<file path="src/rtl/mc_pkg.sv">
// rtl/mc_pkg.sv - shared states, opcodes, ALU codes and mux encodings for the multicycle controller
package mc_pkg;

    typedef enum logic [3:0] {
        FETCH    = 4'd0,
        DECODE   = 4'd1,
        EXEC_R   = 4'd2,
        ALU_WB_R = 4'd3,
        EXEC_I   = 4'd4,
        ALU_WB_I = 4'd5,
        MEM_ADDR = 4'd6,
        MEM_RD   = 4'd7,
        MEM_WR   = 4'd8,
        MEM_WB   = 4'd9,
        BRANCH   = 4'd10,
        JUMP     = 4'd11,
        TRAP     = 4'd12
    } mc_state_e;

    localparam logic [5:0] OP_RTYPE = 6'h00;
    localparam logic [5:0] OP_J     = 6'h02;
    localparam logic [5:0] OP_BEQ   = 6'h04;
    localparam logic [5:0] OP_BNE   = 6'h05;
    localparam logic [5:0] OP_ADDI  = 6'h08;
    localparam logic [5:0] OP_SLTI  = 6'h0A;
    localparam logic [5:0] OP_ANDI  = 6'h0C;
    localparam logic [5:0] OP_ORI   = 6'h0D;
    localparam logic [5:0] OP_XORI  = 6'h0E;
    localparam logic [5:0] OP_LW    = 6'h23;
    localparam logic [5:0] OP_SW    = 6'h2B;

    localparam logic [5:0] FN_SLL = 6'h00;
    localparam logic [5:0] FN_SRL = 6'h02;
    localparam logic [5:0] FN_SRA = 6'h03;
    localparam logic [5:0] FN_ADD = 6'h20;
    localparam logic [5:0] FN_SUB = 6'h22;
    localparam logic [5:0] FN_AND = 6'h24;
    localparam logic [5:0] FN_OR  = 6'h25;
    localparam logic [5:0] FN_XOR = 6'h26;
    localparam logic [5:0] FN_NOR = 6'h27;
    localparam logic [5:0] FN_SLT = 6'h2A;

    localparam logic [3:0] ALU_AND = 4'h0;
    localparam logic [3:0] ALU_OR  = 4'h1;
    localparam logic [3:0] ALU_ADD = 4'h2;
    localparam logic [3:0] ALU_XOR = 4'h3;
    localparam logic [3:0] ALU_SLL = 4'h4;
    localparam logic [3:0] ALU_SRL = 4'h5;
    localparam logic [3:0] ALU_SUB = 4'h6;
    localparam logic [3:0] ALU_SLT = 4'h7;
    localparam logic [3:0] ALU_SRA = 4'h8;
    localparam logic [3:0] ALU_NOR = 4'hC;

    localparam logic [1:0] SRC_A_PC    = 2'b00;
    localparam logic [1:0] SRC_A_RS    = 2'b01;
    localparam logic [1:0] SRC_A_SHAMT = 2'b10;

    localparam logic [1:0] SRC_B_RT    = 2'b00;
    localparam logic [1:0] SRC_B_FOUR  = 2'b01;
    localparam logic [1:0] SRC_B_IMM   = 2'b10;
    localparam logic [1:0] SRC_B_BROFS = 2'b11;

    localparam logic [1:0] PC_SRC_ALU    = 2'b00;
    localparam logic [1:0] PC_SRC_ALUOUT = 2'b01;
    localparam logic [1:0] PC_SRC_JUMP   = 2'b10;

    // States that own the memory port and therefore run the watchdog
    function automatic logic is_mem_state(input logic [3:0] s);
        return (s == FETCH) || (s == MEM_RD) || (s == MEM_WR);
    endfunction

endpackage

</file>
<file path="src/rtl/mc_ctrl_fsm_if.sv">
// rtl/mc_ctrl_fsm_if.sv - instruction/datapath/memory signal bundle between controller and datapath
interface mc_ctrl_fsm_if #(
    parameter int ALU_CTRL_W = 4
);
    logic [5:0]            opcode;
    logic [5:0]            funct;
    logic                  zero;
    logic                  mem_ready;
    logic                  mem_req;
    logic                  mem_we;
    logic                  iord;
    logic                  ir_write;
    logic                  pc_write;
    logic                  pc_write_cond;
    logic [1:0]            pc_src;
    logic [1:0]            alu_src_a;
    logic [1:0]            alu_src_b;
    logic                  ext_zero;
    logic [ALU_CTRL_W-1:0] alu_control;
    logic                  reg_write;
    logic                  reg_dst;
    logic                  mem_to_reg;
    logic                  timeout;
    logic                  illegal;

    modport master (
        input  opcode, funct, zero, mem_ready,
        output mem_req, mem_we, iord, ir_write, pc_write, pc_write_cond, pc_src,
               alu_src_a, alu_src_b, ext_zero, alu_control, reg_write, reg_dst,
               mem_to_reg, timeout, illegal
    );

    modport slave (
        output opcode, funct, zero, mem_ready,
        input  mem_req, mem_we, iord, ir_write, pc_write, pc_write_cond, pc_src,
               alu_src_a, alu_src_b, ext_zero, alu_control, reg_write, reg_dst,
               mem_to_reg, timeout, illegal
    );
endinterface

</file>
<file path="src/rtl/mc_alu_decode.sv">
// rtl/mc_alu_decode.sv - combinational opcode/funct to ALU operation, shift select, zero-extend and validity
module mc_alu_decode
    import mc_pkg::*;
#(
    parameter int ALU_CTRL_W = 4
) (
    input  logic [5:0]            i_opcode,
    input  logic [5:0]            i_funct,
    output logic [ALU_CTRL_W-1:0] o_alu_control,
    output logic                  o_shift,
    output logic                  o_ext_zero,
    output logic                  o_valid
);
    logic [3:0] w_alu;

    // Unknown encodings fall back to ADD so the datapath sees a benign op
    always_comb begin
        w_alu      = ALU_ADD;
        o_shift    = 1'b0;
        o_ext_zero = 1'b0;
        o_valid    = 1'b1;
        case (i_opcode)
            OP_RTYPE: begin
                case (i_funct)
                    FN_AND:  w_alu = ALU_AND;
                    FN_OR:   w_alu = ALU_OR;
                    FN_NOR:  w_alu = ALU_NOR;
                    FN_XOR:  w_alu = ALU_XOR;
                    FN_SLL:  begin w_alu = ALU_SLL; o_shift = 1'b1; end
                    FN_SRL:  begin w_alu = ALU_SRL; o_shift = 1'b1; end
                    FN_SRA:  begin w_alu = ALU_SRA; o_shift = 1'b1; end
                    FN_SLT:  w_alu = ALU_SLT;
                    FN_ADD:  w_alu = ALU_ADD;
                    FN_SUB:  w_alu = ALU_SUB;
                    default: o_valid = 1'b0;
                endcase
            end
            OP_ADDI:        w_alu = ALU_ADD;
            OP_ANDI:        begin w_alu = ALU_AND; o_ext_zero = 1'b1; end
            OP_ORI:         begin w_alu = ALU_OR;  o_ext_zero = 1'b1; end
            OP_XORI:        begin w_alu = ALU_XOR; o_ext_zero = 1'b1; end
            OP_SLTI:        w_alu = ALU_SLT;
            OP_LW, OP_SW:   w_alu = ALU_ADD;
            OP_BEQ, OP_BNE: w_alu = ALU_SUB;
            OP_J:           w_alu = ALU_ADD;
            default:        o_valid = 1'b0;
        endcase
    end

    assign o_alu_control = ALU_CTRL_W'(w_alu);

endmodule

</file>
<file path="src/rtl/mc_ctrl_fsm.sv">
// rtl/mc_ctrl_fsm.sv - multicycle MIPS control FSM with memory wait states and watchdog
// Define MC_CTRL_ILLEGAL_TRAP_EN to trap unknown opcode/funct into a sticky TRAP state.
module mc_ctrl_fsm
    import mc_pkg::*;
#(
    parameter int ALU_CTRL_W  = 4,
    parameter int TIMEOUT_CYC = 64,
    parameter int CNT_W       = (TIMEOUT_CYC > 0) ? $clog2(TIMEOUT_CYC + 1) : 1
) (
    input  logic          clk,
    input  logic          rst,
    input  logic          clk_en,
    mc_ctrl_fsm_if.master bus
);
    localparam logic [3:0] S_FETCH    = FETCH;
    localparam logic [3:0] S_DECODE   = DECODE;
    localparam logic [3:0] S_EXEC_R   = EXEC_R;
    localparam logic [3:0] S_ALU_WB_R = ALU_WB_R;
    localparam logic [3:0] S_EXEC_I   = EXEC_I;
    localparam logic [3:0] S_ALU_WB_I = ALU_WB_I;
    localparam logic [3:0] S_MEM_ADDR = MEM_ADDR;
    localparam logic [3:0] S_MEM_RD   = MEM_RD;
    localparam logic [3:0] S_MEM_WR   = MEM_WR;
    localparam logic [3:0] S_MEM_WB   = MEM_WB;
    localparam logic [3:0] S_BRANCH   = BRANCH;
    localparam logic [3:0] S_JUMP     = JUMP;
    localparam logic [3:0] S_TRAP     = TRAP;

    logic [3:0]            r_state;
    logic [3:0]            w_next;
    logic [CNT_W-1:0]      r_wait_cnt;
    logic                  r_timeout;
    logic                  r_wb_kill;
    logic                  w_illegal;
    logic                  w_in_mem;
    logic                  w_wd_fire;

    logic [ALU_CTRL_W-1:0] w_dec_alu;
    logic                  w_dec_shift;
    logic                  w_dec_ez;
    logic                  w_dec_valid;

    logic                  w_mem_req;
    logic                  w_mem_we;
    logic                  w_iord;
    logic                  w_ir_write;
    logic                  w_pc_write;
    logic                  w_pc_write_cond;
    logic [1:0]            w_pc_src;
    logic [1:0]            w_alu_src_a;
    logic [1:0]            w_alu_src_b;
    logic                  w_ext_zero;
    logic [ALU_CTRL_W-1:0] w_alu_control;
    logic                  w_reg_write;
    logic                  w_reg_dst;
    logic                  w_mem_to_reg;

    mc_alu_decode #(
        .ALU_CTRL_W (ALU_CTRL_W)
    ) u_alu_decode (
        .i_opcode      (bus.opcode),
        .i_funct       (bus.funct),
        .o_alu_control (w_dec_alu),
        .o_shift       (w_dec_shift),
        .o_ext_zero    (w_dec_ez),
        .o_valid       (w_dec_valid)
    );

    // Fires on the last permitted waiting cycle; a same-cycle mem_ready completes instead
    assign w_in_mem  = is_mem_state(r_state);
    assign w_wd_fire = (TIMEOUT_CYC > 0) && w_in_mem && !bus.mem_ready &&
                       (r_wait_cnt == CNT_W'(TIMEOUT_CYC - 1));

    always_comb begin
        w_next = r_state;
        case (r_state)
            S_FETCH:    if (bus.mem_ready) w_next = S_DECODE;
            S_DECODE: begin
                case (bus.opcode)
                    OP_RTYPE:                             w_next = S_EXEC_R;
                    OP_ADDI, OP_ANDI, OP_ORI, OP_XORI,
                    OP_SLTI:                              w_next = S_EXEC_I;
                    OP_LW, OP_SW:                         w_next = S_MEM_ADDR;
                    OP_BEQ, OP_BNE:                       w_next = S_BRANCH;
                    OP_J:                                 w_next = S_JUMP;
`ifdef MC_CTRL_ILLEGAL_TRAP_EN
                    default:                              w_next = S_TRAP;
`else
                    default:                              w_next = S_FETCH;
`endif
                endcase
            end
`ifdef MC_CTRL_ILLEGAL_TRAP_EN
            S_EXEC_R:   w_next = w_dec_valid ? S_ALU_WB_R : S_TRAP;
`else
            S_EXEC_R:   w_next = S_ALU_WB_R;
`endif
            S_ALU_WB_R: w_next = S_FETCH;
            S_EXEC_I:   w_next = S_ALU_WB_I;
            S_ALU_WB_I: w_next = S_FETCH;
            S_MEM_ADDR: w_next = (bus.opcode == OP_SW) ? S_MEM_WR : S_MEM_RD;
            S_MEM_RD:   if (bus.mem_ready) w_next = S_MEM_WB;
            S_MEM_WR:   if (bus.mem_ready) w_next = S_FETCH;
            S_MEM_WB:   w_next = S_FETCH;
            S_BRANCH:   w_next = S_FETCH;
            S_JUMP:     w_next = S_FETCH;
            S_TRAP:     w_next = S_TRAP;
            default:    w_next = S_FETCH;
        endcase
        if (w_wd_fire) w_next = S_FETCH;
    end

    always_ff @(posedge clk or posedge rst) begin
        if (rst) begin
            r_state    <= S_FETCH;
            r_wait_cnt <= '0;
            r_timeout  <= 1'b0;
            r_wb_kill  <= 1'b0;
        end else if (clk_en) begin
            r_state <= w_next;
            // A fired watchdog re-enters FETCH, which counts as a fresh mem state
            if (w_wd_fire || (w_next != r_state)) begin
                r_wait_cnt <= '0;
            end else if (w_in_mem) begin
                r_wait_cnt <= r_wait_cnt + CNT_W'(1);
            end
            if (w_wd_fire) r_timeout <= 1'b1;
            if (r_state == S_EXEC_R) r_wb_kill <= !w_dec_valid;
        end
    end

`ifdef MC_CTRL_ILLEGAL_TRAP_EN
    logic r_illegal;

    always_ff @(posedge clk or posedge rst) begin
        if (rst) begin
            r_illegal <= 1'b0;
        end else if (clk_en && (w_next == S_TRAP)) begin
            r_illegal <= 1'b1;
        end
    end

    assign w_illegal = r_illegal;
`else
    assign w_illegal = 1'b0;
`endif

    always_comb begin
        w_mem_req       = 1'b0;
        w_mem_we        = 1'b0;
        w_iord          = 1'b0;
        w_ir_write      = 1'b0;
        w_pc_write      = 1'b0;
        w_pc_write_cond = 1'b0;
        w_pc_src        = PC_SRC_ALU;
        w_alu_src_a     = SRC_A_PC;
        w_alu_src_b     = SRC_B_RT;
        w_ext_zero      = 1'b0;
        w_alu_control   = ALU_CTRL_W'(ALU_AND);
        w_reg_write     = 1'b0;
        w_reg_dst       = 1'b0;
        w_mem_to_reg    = 1'b0;
        case (r_state)
            S_FETCH: begin
                w_mem_req     = 1'b1;
                w_alu_src_b   = SRC_B_FOUR;
                w_alu_control = ALU_CTRL_W'(ALU_ADD);
                w_ir_write    = bus.mem_ready && clk_en;
                w_pc_write    = bus.mem_ready && clk_en;
            end
            S_DECODE: begin
                w_alu_src_b   = SRC_B_BROFS;
                w_alu_control = ALU_CTRL_W'(ALU_ADD);
            end
            S_EXEC_R: begin
                w_alu_src_a   = w_dec_shift ? SRC_A_SHAMT : SRC_A_RS;
                w_alu_control = w_dec_alu;
            end
            S_ALU_WB_R: begin
                w_reg_write = !r_wb_kill && clk_en;
                w_reg_dst   = 1'b1;
            end
            S_EXEC_I: begin
                w_alu_src_a   = SRC_A_RS;
                w_alu_src_b   = SRC_B_IMM;
                w_alu_control = w_dec_alu;
                w_ext_zero    = w_dec_ez;
            end
            S_ALU_WB_I: w_reg_write = clk_en;
            S_MEM_ADDR: begin
                w_alu_src_a   = SRC_A_RS;
                w_alu_src_b   = SRC_B_IMM;
                w_alu_control = ALU_CTRL_W'(ALU_ADD);
            end
            S_MEM_RD: begin
                w_mem_req = 1'b1;
                w_iord    = 1'b1;
            end
            S_MEM_WR: begin
                w_mem_req = 1'b1;
                w_mem_we  = 1'b1;
                w_iord    = 1'b1;
            end
            S_MEM_WB: begin
                w_reg_write  = clk_en;
                w_mem_to_reg = 1'b1;
            end
            S_BRANCH: begin
                w_alu_src_a     = SRC_A_RS;
                w_alu_control   = ALU_CTRL_W'(ALU_SUB);
                w_pc_src        = PC_SRC_ALUOUT;
                w_pc_write_cond = clk_en && ((bus.opcode == OP_BNE) ? !bus.zero : bus.zero);
            end
            S_JUMP: begin
                w_pc_write = clk_en;
                w_pc_src   = PC_SRC_JUMP;
            end
            default: ;
        endcase
    end

    // Reset forces every output low, so mem_req drops without waiting for a clock
    assign bus.mem_req       = !rst && w_mem_req;
    assign bus.mem_we        = !rst && w_mem_we;
    assign bus.iord          = !rst && w_iord;
    assign bus.ir_write      = !rst && w_ir_write;
    assign bus.pc_write      = !rst && w_pc_write;
    assign bus.pc_write_cond = !rst && w_pc_write_cond;
    assign bus.pc_src        = rst ? 2'b00 : w_pc_src;
    assign bus.alu_src_a     = rst ? 2'b00 : w_alu_src_a;
    assign bus.alu_src_b     = rst ? 2'b00 : w_alu_src_b;
    assign bus.ext_zero      = !rst && w_ext_zero;
    assign bus.alu_control   = rst ? '0 : w_alu_control;
    assign bus.reg_write     = !rst && w_reg_write;
    assign bus.reg_dst       = !rst && w_reg_dst;
    assign bus.mem_to_reg    = !rst && w_mem_to_reg;
    assign bus.timeout       = !rst && r_timeout;
    assign bus.illegal       = !rst && w_illegal;

endmodule

</file>
<file path="src/flat_wrapper.sv">
// flat-port wrapper written by rule: the top's interface ports become plain ports
module mc_ctrl_fsm_flat import mc_pkg::*;
#(
    parameter int ALU_CTRL_W  = 4,
    parameter int TIMEOUT_CYC = 64,
    parameter int CNT_W       = (TIMEOUT_CYC > 0) ? $clog2(TIMEOUT_CYC + 1) : 1
)
  (clk, rst, clk_en, bus_opcode, bus_funct, bus_zero, bus_mem_ready, bus_mem_req, bus_mem_we, bus_iord, bus_ir_write, bus_pc_write, bus_pc_write_cond, bus_pc_src, bus_alu_src_a, bus_alu_src_b, bus_ext_zero, bus_alu_control, bus_reg_write, bus_reg_dst, bus_mem_to_reg, bus_timeout, bus_illegal);
  mc_ctrl_fsm_if #(.ALU_CTRL_W(ALU_CTRL_W)) bus_i ();
  input  logic clk;
  input  logic rst;
  input  logic clk_en;
  input wire logic [$bits(bus_i.opcode)-1:0] bus_opcode;
  input wire logic [$bits(bus_i.funct)-1:0] bus_funct;
  input wire logic [$bits(bus_i.zero)-1:0] bus_zero;
  input wire logic [$bits(bus_i.mem_ready)-1:0] bus_mem_ready;
  output wire logic [$bits(bus_i.mem_req)-1:0] bus_mem_req;
  output wire logic [$bits(bus_i.mem_we)-1:0] bus_mem_we;
  output wire logic [$bits(bus_i.iord)-1:0] bus_iord;
  output wire logic [$bits(bus_i.ir_write)-1:0] bus_ir_write;
  output wire logic [$bits(bus_i.pc_write)-1:0] bus_pc_write;
  output wire logic [$bits(bus_i.pc_write_cond)-1:0] bus_pc_write_cond;
  output wire logic [$bits(bus_i.pc_src)-1:0] bus_pc_src;
  output wire logic [$bits(bus_i.alu_src_a)-1:0] bus_alu_src_a;
  output wire logic [$bits(bus_i.alu_src_b)-1:0] bus_alu_src_b;
  output wire logic [$bits(bus_i.ext_zero)-1:0] bus_ext_zero;
  output wire logic [$bits(bus_i.alu_control)-1:0] bus_alu_control;
  output wire logic [$bits(bus_i.reg_write)-1:0] bus_reg_write;
  output wire logic [$bits(bus_i.reg_dst)-1:0] bus_reg_dst;
  output wire logic [$bits(bus_i.mem_to_reg)-1:0] bus_mem_to_reg;
  output wire logic [$bits(bus_i.timeout)-1:0] bus_timeout;
  output wire logic [$bits(bus_i.illegal)-1:0] bus_illegal;
  assign bus_i.opcode = bus_opcode;
  assign bus_i.funct = bus_funct;
  assign bus_i.zero = bus_zero;
  assign bus_i.mem_ready = bus_mem_ready;
  assign bus_mem_req = bus_i.mem_req;
  assign bus_mem_we = bus_i.mem_we;
  assign bus_iord = bus_i.iord;
  assign bus_ir_write = bus_i.ir_write;
  assign bus_pc_write = bus_i.pc_write;
  assign bus_pc_write_cond = bus_i.pc_write_cond;
  assign bus_pc_src = bus_i.pc_src;
  assign bus_alu_src_a = bus_i.alu_src_a;
  assign bus_alu_src_b = bus_i.alu_src_b;
  assign bus_ext_zero = bus_i.ext_zero;
  assign bus_alu_control = bus_i.alu_control;
  assign bus_reg_write = bus_i.reg_write;
  assign bus_reg_dst = bus_i.reg_dst;
  assign bus_mem_to_reg = bus_i.mem_to_reg;
  assign bus_timeout = bus_i.timeout;
  assign bus_illegal = bus_i.illegal;
  mc_ctrl_fsm #(.ALU_CTRL_W(ALU_CTRL_W), .TIMEOUT_CYC(TIMEOUT_CYC), .CNT_W(CNT_W)) u_core (.clk(clk), .rst(rst), .clk_en(clk_en), .bus(bus_i));
endmodule
</file>
<file path="config.mk">
export PLATFORM = sky130hd
export DESIGN_NAME = mc_ctrl_fsm_flat
export DESIGN_NICKNAME = d
export VERILOG_FILES = /design/src/rtl/mc_pkg.sv /design/src/rtl/mc_ctrl_fsm_if.sv /design/src/rtl/mc_alu_decode.sv /design/src/rtl/mc_ctrl_fsm.sv /design/src/flat_wrapper.sv
export SDC_FILE = /design/constraint.sdc
export NUM_CORES = 1
export LEC_CHECK = 0
export CAP_MARGIN = 40
export CORE_MARGIN = 4
export CORE_UTILIZATION = 50
export DETAILED_ROUTE_END_ITERATION = 10
export PLACE_DENSITY = 0.8
export SLEW_MARGIN = 20
export SYNTH_ARGS = -nofsm -noshare
export SYNTH_HDL_FRONTEND = slang
export SYNTH_SLANG_ARGS = --single-unit
</file>
<file path="constraint.sdc">
create_clock -name clk -period 2.8 [get_ports clk]
set_input_delay 0.7 -clock clk [delete_from_list [all_inputs] [get_ports clk]]
set_output_delay 0.7 -clock clk [all_outputs]
set_load 0.05 [all_outputs]
</file>
==> run metrics <==
critical setup path kind=input pin to output pin; CTS clk-pin slew, worst paths=approximately 0.080 ns; first-pass GRT wire length=11190 µm; r2r startpoint=u_core.r_state[1]; Period minus WS final=2.856 ns; register area=approximately 330 µm²; Main synth FF type=dfrtp_1; startpoint types=input pin; Root Driver=clkbuf_4; count of input and output buffers=37; Layout Nets=316; period utilization=1.020; CTS tree=yes; worst vdd ir=roughly 0.00042 V; Max Buffers Root-to-Sink=2; Avg WL per Cell=22.52 µm; # setup viols final=5; hold slack=between 0.5 and 0.6 ns; multi-input logic area=0.001386 mm²; Yosys warnings=0; Net Count, Synth=about 250; Yosys cell types=62; f_max=350.1 MHz; starting density of the core=0.5272; Final Hold Fails=0; share of layout cells above drive strength 1=0.4040; Layout area overhead=69.85%; share of the synthesized area in the top cell type=0.2005; dominant cell type by area after synthesis=dfrtp_1; PnR worst setup slack=-0.05622 ns; Pre-antenna DRT Iters=5; remaining antenna violation count after routing=0; Mapped Avg Cell Area=7.118 µm²; Inst Count DP=332; Antenna Cells=0; CP max FO=4; Crit. End Element=output pin; Netlist Area Pre-Place=0.001623 mm²; core region area=roughly 0.003 mm²; Clock Latency Late Sink=0.28 ns; Worst Tran Pin Value=0.6015 ns; post-synthesis async set-or-reset flop share=1.000; Die X-Extent=64.97 µm; DR iter-0 viols=351; io pins=39; leak pwr=around 1.1 nW; total gr overflow=0; vias post-DR=2373; DIE HEIGHT=64.97 µm; Slew Viols, Final=0; arrival time of the worst setup path=2.16 ns; Critical Path Start=bus_opcode[5]; largest cells by area after synthesis=dfrtp_1 (20%), nor3_1 (5.9%), nand2_1 (5.3%); CTS sink count=13; Critical Path RT=2.10 ns; DRC viols=0; hold-fix buffers at CTS=0; pin count of the biggest net entering global routing=18; Via density=roughly 7.0; H-tree levels=1; max_cap viols=0; Synth Register Bits=13; Seq/Total Area, Yosys=0.2005; WL final=7681 µm; violated checks=negative setup slack; Die ar.=0.004221 mm²; Slew HR=0.5963; post-route insts no fill=341; initial antenna violation count=0; Clock Skew=0.006274 ns; TNS Setup=-0.1536 ns; Final HPWL DP=4391 µm; pwr/cell area=587.6 mW/mm²; vias in the first global route=about 2300; Mapped Cells=228; cell with the most instances after synthesis=nand2_1; routability cong.=0.8461; Post-synth EDFFs=0; min-delay worst type=flop to flop; TritonCTS buffer count=3; Fillers=about 130; status=finished with violations; Hold Crit Start=u_core.r_wait_cnt[6]; row count=20; GRT Total Usage=0.3391; Post-synth top cells=nand2_1 (23), nor3_1 (19), nor2_1 (15)
[registers in the layout (all words and copies together) (netlist names)]
| name | count |
|---|---|
| u_core.r_timeout | 1 |
| u_core.r_state | 4 |
| u_core.r_wait_cnt | 7 |
| u_core.r_wb_kill | 1 |
[report_power, final]
part	total (mW)	internal (mW)	switching (mW)
Clock	0.120	0.0553	0.0646
Sequential	0.319	0.239	0.0805
Combinational	1.18	0.479	0.702
Total	1.62	0.773	0.847
[area by class of cell]
| class | instances | share of cell area |
|---|---|---|
| clock buffers | 4 | 0.009532 |
| repair buffers | 86 | 0.3355 |
| flip-flops and latches | 13 | 0.1185 |
| inverters | 10 | 0.01362 |
| multi-input cells | 184 | 0.5030 |
| well taps | 44 | 0.01997 |
[final timing paths]
path / depth (start not counted) / end / slack (ns)
worst max-delay path: 8 / bus_alu_control[0] / -0.06
worst min-delay path: 2 / u_core.r_wait_cnt[6] / 0.53
worst max register to register: 7 / u_core.r_wait_cnt[0] / 0.37
worst min register to register: 2 / u_core.r_wait_cnt[6] / 0.53
max in group asynchronous: 4 / u_core.r_state[2] / 1.50
min in group asynchronous: 3 / u_core.r_state[1] / 0.92
[per-stage QoR]
step	util	total power, mW	instance area (µm²)	worst slack, ns
after floorplan	-	0.9311	1690	-0.2522
after global placement	0.8293	1.307	2552	-0.2712
after detailed placement	0.8293	1.342	2552	-0.3702
after CTS	0.8703	1.495	2679	-0.006295
after global routing	0.8955	1.685	2756	-0.1357
final	0.8955	1.620	2756	-0.05622
[layout by cell type (no fill, tap or decap), types with 3 or more instances in the layout]
cell and instances:
nor3_2 3, o22ai_1 4, clkbuf_2 5, nor3_4 5, a31oi_1 5, nand4_1 3
nand3b_1 3, nor2_1 9, dfrtp_1 12, nor2b_1 4, a21oi_1 10, nor3_1 11
clkdlybuf4s15_1 3, o211ai_1 3, o21ai_0 10, buf_12 20, clkbuf_4 4, nor2_2 4
mux2i_1 3, nand2_1 23, buf_6 6, clkdlybuf4s50_1 4, nand2b_1 5, o21ai_1 4
inv_1 9, nor4_1 3, or3_1 3, nand3_1 10, buf_4 46
[timing repair]
item,in CTS,in global routing
setup endpoints to repair,6,9
setup buffers,4,2
resized for setup,40,41
hold endpoints to repair,0,0
pin swaps,16,12
gates cloned,0,0
[metal layers]
metal  up-vias  global-route usage  share of wire  routed length [µm]
met5         -                   0              0                   0
met4         0              0.2058          0.076                 584
met3        80             0.07626           0.10                 791
met2       231              0.5734           0.47                3636
met1      1078              0.3851           0.35                2669
li1        984                   -              -                   -
[logic make-up after synthesis]
group / count (synthesis) / share of synthesized area
adder cells (fa/ha/maj): 1 / 0.007709
buffers and inverters: 31 / 0.07941
AND/OR/NAND/NOR: 105 / 0.3539
multiplexers: 5 / 0.03161
other: 1 / 0.002311
XOR/XNOR: 3 / 0.01619
AO/OA/AOI/OAI: 69 / 0.3084
flip-flops: 13 / 0.2005
[critical path, stage by stage]
cell,delay [ns]
clkdlybuf4s15_1,0.21
nor2_2,0.17
and3_4,0.24
buf_6,0.10
nand3b_1,0.17
o22a_1,0.30
nor2_4,0.11
buf_12,0.14
(Power assumes the default switching activity.)
